File: src/rtl/ttl_out_stage.sv
// ttl_out_stage: drives TTL pins from RTOB event bytes in level or
// fixed-width pulse mode, with edge counters and timestamp readback.
module ttl_out_stage #(
  parameter int CH_NUM  = 8,
  parameter int PW_LEN  = 16,
  parameter int CNT_LEN = 32,
  localparam int SW = (CH_NUM > 1) ? $clog2(CH_NUM) : 1
) (
  input  logic               clk,
  input  logic               reset_n,
  input  logic               flush,
  input  logic               counter_matched,
  input  logic [127:0]       rto_out,
  input  logic [CH_NUM-1:0]  pulse_mode,
  input  logic [PW_LEN-1:0]  pulse_width,
  input  logic [CH_NUM-1:0]  polarity,
  input  logic               clear_counters,
  input  logic [SW-1:0]      cnt_sel,
  output logic [CH_NUM-1:0]  ttl_out,
  output logic [CNT_LEN-1:0] edge_count,
  output logic [63:0]        last_timestamp,
  output logic               retrigger_error,
  output logic               busy
);

  typedef enum logic {
    IDLE  = 1'b0,
    PULSE = 1'b1
  } ch_state_t;

  ch_state_t          state_q [CH_NUM];
  ch_state_t          state_d [CH_NUM];
  logic [PW_LEN-1:0]  timer_q [CH_NUM];
  logic [PW_LEN-1:0]  timer_d [CH_NUM];
  logic [CNT_LEN-1:0] cnt_q   [CH_NUM];

  logic [CH_NUM-1:0]  level_q;
  logic [CH_NUM-1:0]  level_d;
  logic [CH_NUM-1:0]  level_d1;
  logic [CH_NUM-1:0]  lvl_ev;
  logic [CH_NUM-1:0]  fire;
  logic [CH_NUM-1:0]  retrig;
  logic [CH_NUM-1:0]  rise;
  logic [PW_LEN-1:0]  load_val;
  logic               clr_d1;
  logic [63:0]        ts_q;
  logic [CNT_LEN-1:0] sel_q;
  logic               rte_q;
  logic               unused_bits;

  assign unused_bits = ^rto_out[63:CH_NUM];

  assign load_val = (pulse_width == '0) ? '0
                  : pulse_width - PW_LEN'(1);

  assign lvl_ev = {CH_NUM{counter_matched}} & ~pulse_mode;
  assign fire   = {CH_NUM{counter_matched}} & pulse_mode
                & rto_out[CH_NUM-1:0];
  assign rise   = level_q & ~level_d1;

  always_comb begin
    for (int i = 0; i < CH_NUM; i++) begin
      state_d[i] = state_q[i];
      timer_d[i] = timer_q[i];
      level_d[i] = level_q[i];
      retrig[i]  = 1'b0;
      unique case (1'b1)
        lvl_ev[i]: begin
          level_d[i] = rto_out[i];
          timer_d[i] = '0;
          state_d[i] = IDLE;
        end
        fire[i]: begin
          level_d[i] = 1'b1;
          timer_d[i] = load_val;
          state_d[i] = PULSE;
          retrig[i]  = (state_q[i] == PULSE);
        end
        default: begin
          if (state_q[i] == PULSE) begin
            if (timer_q[i] == '0) begin
              level_d[i] = 1'b0;
              state_d[i] = IDLE;
            end else begin
              timer_d[i] = timer_q[i] - PW_LEN'(1);
            end
          end
        end
      endcase
    end
  end

  always_ff @(posedge clk or negedge reset_n) begin
    if (!reset_n) begin
      for (int i = 0; i < CH_NUM; i++) begin
        state_q[i] <= IDLE;
        timer_q[i] <= '0;
      end
      level_q  <= '0;
      level_d1 <= '0;
    end else if (flush) begin
      for (int i = 0; i < CH_NUM; i++) begin
        state_q[i] <= IDLE;
        timer_q[i] <= '0;
      end
      level_q  <= '0;
      level_d1 <= '0;
    end else begin
      for (int i = 0; i < CH_NUM; i++) begin
        state_q[i] <= state_d[i];
        timer_q[i] <= timer_d[i];
      end
      level_q  <= level_d;
      level_d1 <= level_q;
    end
  end

  // a clear also swallows the rise created by an event in its own cycle
  always_ff @(posedge clk or negedge reset_n) begin
    if (!reset_n) begin
      for (int i = 0; i < CH_NUM; i++) begin
        cnt_q[i] <= '0;
      end
      clr_d1 <= 1'b0;
    end else begin
      clr_d1 <= clear_counters & ~flush;
      for (int i = 0; i < CH_NUM; i++) begin
        if (flush || clear_counters) begin
          cnt_q[i] <= '0;
        end else if (rise[i] && !clr_d1 && cnt_q[i] != '1) begin
          cnt_q[i] <= cnt_q[i] + CNT_LEN'(1);
        end
      end
    end
  end

  always_ff @(posedge clk or negedge reset_n) begin
    if (!reset_n) begin
      ts_q  <= '0;
      rte_q <= 1'b0;
      sel_q <= '0;
    end else if (flush) begin
      ts_q  <= '0;
      rte_q <= 1'b0;
      sel_q <= '0;
    end else begin
      if (counter_matched) begin
        ts_q <= rto_out[127:64];
      end
      if (clear_counters) begin
        rte_q <= 1'b0;
      end else if (|retrig) begin
        rte_q <= 1'b1;
      end
      sel_q <= cnt_q[cnt_sel];
    end
  end

  always_comb begin
    busy = 1'b0;
    for (int i = 0; i < CH_NUM; i++) begin
      if (state_q[i] == PULSE) begin
        busy = 1'b1;
      end
    end
  end

  assign ttl_out         = level_q ^ polarity;
  assign edge_count      = sel_q;
  assign last_timestamp  = ts_q;
  assign retrigger_error = rte_q;

endmodule

File: config.mk
export PLATFORM = sky130hd
export DESIGN_NAME = ttl_out_stage
export DESIGN_NICKNAME = d
export VERILOG_FILES = /design/src/rtl/ttl_out_stage.sv
export SDC_FILE = /design/constraint.sdc
export NUM_CORES = 1
export LEC_CHECK = 0
export CAP_MARGIN = 20
export CORE_UTILIZATION = 60
export DETAILED_ROUTE_END_ITERATION = 16
export PLACE_DENSITY_LB_ADDON = 0.2
export SLEW_MARGIN = 10
export SYNTH_ARGS = -nofsm -noshare
export SYNTH_HDL_FRONTEND = slang
export SYNTH_SLANG_ARGS = --single-unit
File: constraint.sdc
create_clock -name clk -period 5.55 [get_ports clk]
set_clock_uncertainty 0.1 [all_clocks]
set_input_delay 0.555 -clock clk [delete_from_list [all_inputs] [get_ports clk]]
set_output_delay 0.555 -clock clk [all_outputs]
set_load 0.02 [all_outputs]
==> run summary <==
CP max stage delay: 0.85 ns
slowest CP cell: nor3b_1
Slew HR: 23.9%
vias in the first global route: 23700
Mean Syn Cell Area: 9.76 um^2
most common cell after layout, fill and taps aside: dfrtp_1
met2 usage: 53.3%
cts bufs inserted: 55
max frequency: 293 MHz
drt wl/cell: 21.6 um
final setup fails: 0
sequential share of the synthesized area: 44.6%
IO Pins: 274
DRC: 0
outcome: completed
ANT cells: 0
DRT Pass-1 Iters: 6
CP arrival: 3.77 ns
Die ar.: 0.0481 mm^2
EDFF count, synth: 0
Setup crit end kind: register
worst path cell trace: nor3b_1, nand4_1, nor4_1, nand4_1, xor2_1, nor2_1
async set or reset register ratio after synthesis: 100%
layout cell share with drive strength beyond 1: 8.23%
Yosys top cell area share: 44.6%
worst-case clock buffer depth: 3
Crit Path Class: reg -> reg
Startpoint Class: register
Final Slew Violations: 0
nets: 3273
worst min-delay path class: in -> reg
Synthesized Nets: 3092
Die X: 219 um
worst r2r path cells: 6
ANT nets after route: 0
GR peak layer: met2
FILL cells: 3430
hold depth: 3
met3 Track Usage GR: 4.30%
area occupied by registers: 0.0127 mm^2
Setup Buffers After CTS: 0
WL final: 80700 um
area of the multi-input gates: 0.0150 mm^2
actual slew at the worst max-slew pin: 1.14 ns
CTS sink cnt: 506
Worst Hold Endpoint: level_q[2]
Root Buffer: clkbuf_16
Tcrit/Tclk final: 61.5%
VDD IR max: 316 uV
RSZ-0062 raised after global routing: false
Synth cell types: 92
worst reg-to-reg setup slack: 2.14 ns
Synth Instances: 2906
area leader, netlist: dfrtp_1
clk_lat worst skew: 0.62 ns
Total Power: 9.94 mW
total track usage: 33.8%
yosys warns: 0
Mapped Area: 0.0284 mm^2
GP Congestion: 0.929
Crit path top cell by count: nand4_1
hold_ws: 0.345 ns
initial DRC count: 2618
Via density: 6.59
fin crit period: 3.41 ns
most frequent cells in the layout: dfrtp_1, nor2_1, nand2_1, clkdlybuf4s50_1, nand3_1
post-DP HPWL: 54900 um
chip height: 219 um
setup tns final: 0 ns
vias after detailed routing: 24600
Std-Cell Rows: 79
IO buf count: 217
# H-tree levels: 2
first-pass GRT wire length: 128000 um
ys flop type: dfrtp_1
initial antenna violation count: 0
CP required: 5.91 ns
largest net degree at the start of global routing: 146
final hold violation count: 0
Initial Utilization: 60.9%
CP Max Fanout: 11
reg-to-reg endpoint: cnt_q[123]
Post-CTS Resized: 0
main area contributors after synthesis: dfrtp_1, mux4_2, nor2_1, xnor2_1, xor2_1
synthesized flop and latch total: 506
LEAKAGE: 13.9 nW
core area: 0.0466 mm^2
maxcap violations: 0
synthesis-to-layout area growth: 16.6%
clk slew on worst S/H paths: 0.06 ns
Cell Pwr Density: 301 mW/mm^2
CTS tree: done
met1 Usage GRT: 45.9%
Congestion Overflow GR: 0
hold wc startpoint: counter_matched
worst r2r src: clr_d1
## metal layers
| layer | part of all wire (%) | wire length [um] |
|---|---|---|
| met1 | 40 | 32300 |
| met2 | 47 | 37900 |
| met3 | 7.7 | 6230 |
| met4 | 5.3 | 4260 |
| met5 | 0 | 0 |
## metrics by stage
| step | utilization [%] | setup slack (ns) | std cells | cell area (um^2) |
|---|---|---|---|---|
| 2_1_floorplan | - | 2.82 | 2906 | 28400 |
| 3_3_place_gp | 66.8 | 1.89 | 3631 | 31100 |
| 3_5_place_dp | 66.8 | 1.89 | 3631 | 31100 |
| 4_1_cts | 70.9 | 2.23 | 3735 | 33000 |
| 5_1_grt | 71.0 | 1.94 | 3740 | 33100 |
| 6_report | 71.0 | 2.14 | 3740 | 33100 |
## final cells by class
type | instances | area share (%)
Multi-Input combinational cell | 2202 | 45.3
Clock buffer | 80 | 4.93
Tap cell | 607 | 2.30
Sequential cell | 506 | 38.3
Clock inverter | 23 | 0.738
Timing Repair Buffer | 265 | 7.80
Inverter | 57 | 0.647
## flip-flops by register name, indices dropped and copies added, names as in the netlist, 8 cells and up
name and count:
timer_q 128, level_q 8, state_q 8, cnt_q 256
last_timestamp 64, edge_count 32, level_d1 8
## synth_stat cells, types with 16 or more instances
library cell and number:
dfrtp_1 506, nor2_1 375, nand2_1 216, nand3_1 139, xnor2_1 134, xor2_1 133, clkbuf_1 114, mux2i_1 107
nor3_1 102, nand4_1 92, a21oi_1 84, a22o_1 77, o21ai_0 70, mux4_2 64, or3_1 61, a22oi_1 59
inv_1 55, and3_1 49, nor4_1 45, and2_1 31, or4_1 26, a21o_1 24, and4_1 21, a31oi_1 18
ha_1 18, o211ai_1 18, buf_1 16
## critical path, delay by kind of cell, from the launching register on
kind,cells,cell delay [ns]
flops,1,0.59
xor+xnor,1,0.18
simple gates,5,2.37
## worst max-delay path by stage
| stage | start | to | slack, ns | cells past startpoint |
|---|---|---|---|---|
| CTS | clr_d1 | cnt_q[123] | 2.23 | 6 |
| finish | clr_d1 | cnt_q[123] | 2.14 | 6 |
| detailed placement | pulse_width[2] | timer_q[95] | 1.89 | 7 |
| global route | clr_d1 | cnt_q[123] | 1.94 | 6 |
| floorplan | pulse_width[0] | timer_q[123] | 2.82 | 9 |
| global placement | pulse_width[2] | timer_q[47] | 1.89 | 7 |
## power breakdown
| part | switching, mW | internal (mW) | leakage, nW |
|---|---|---|---|
| combinational | 1.16 | 0.887 | 5.99 |
| sequential | 0.225 | 3.87 | 6.96 |
| clock | 1.58 | 2.23 | 0.923 |
## timing repair
item,CTS,global route
endpoints found under the setup margin,0,0
endpoints found under the hold margin,83,0
hold buffers,1,0
## cells by family (layout without fill, tap and decap cells)
family | count (synthesis) | after routing | share of synthesized area [%]
adders and majority gates | 18 | 18 | 0.794
xor gates and xnor gates | 267 | 267 | 8.24
and+or+nand+nor | 1247 | 1247 | 22.2
DFF | 506 | 506 | 44.6
buffers and inverters | 198 | 425 | 2.67
muxes | 172 | 172 | 8.90
AOI/OAI and AO/OA | 498 | 498 | 12.6
Note: power is estimated with default switching activity, not from simulation.
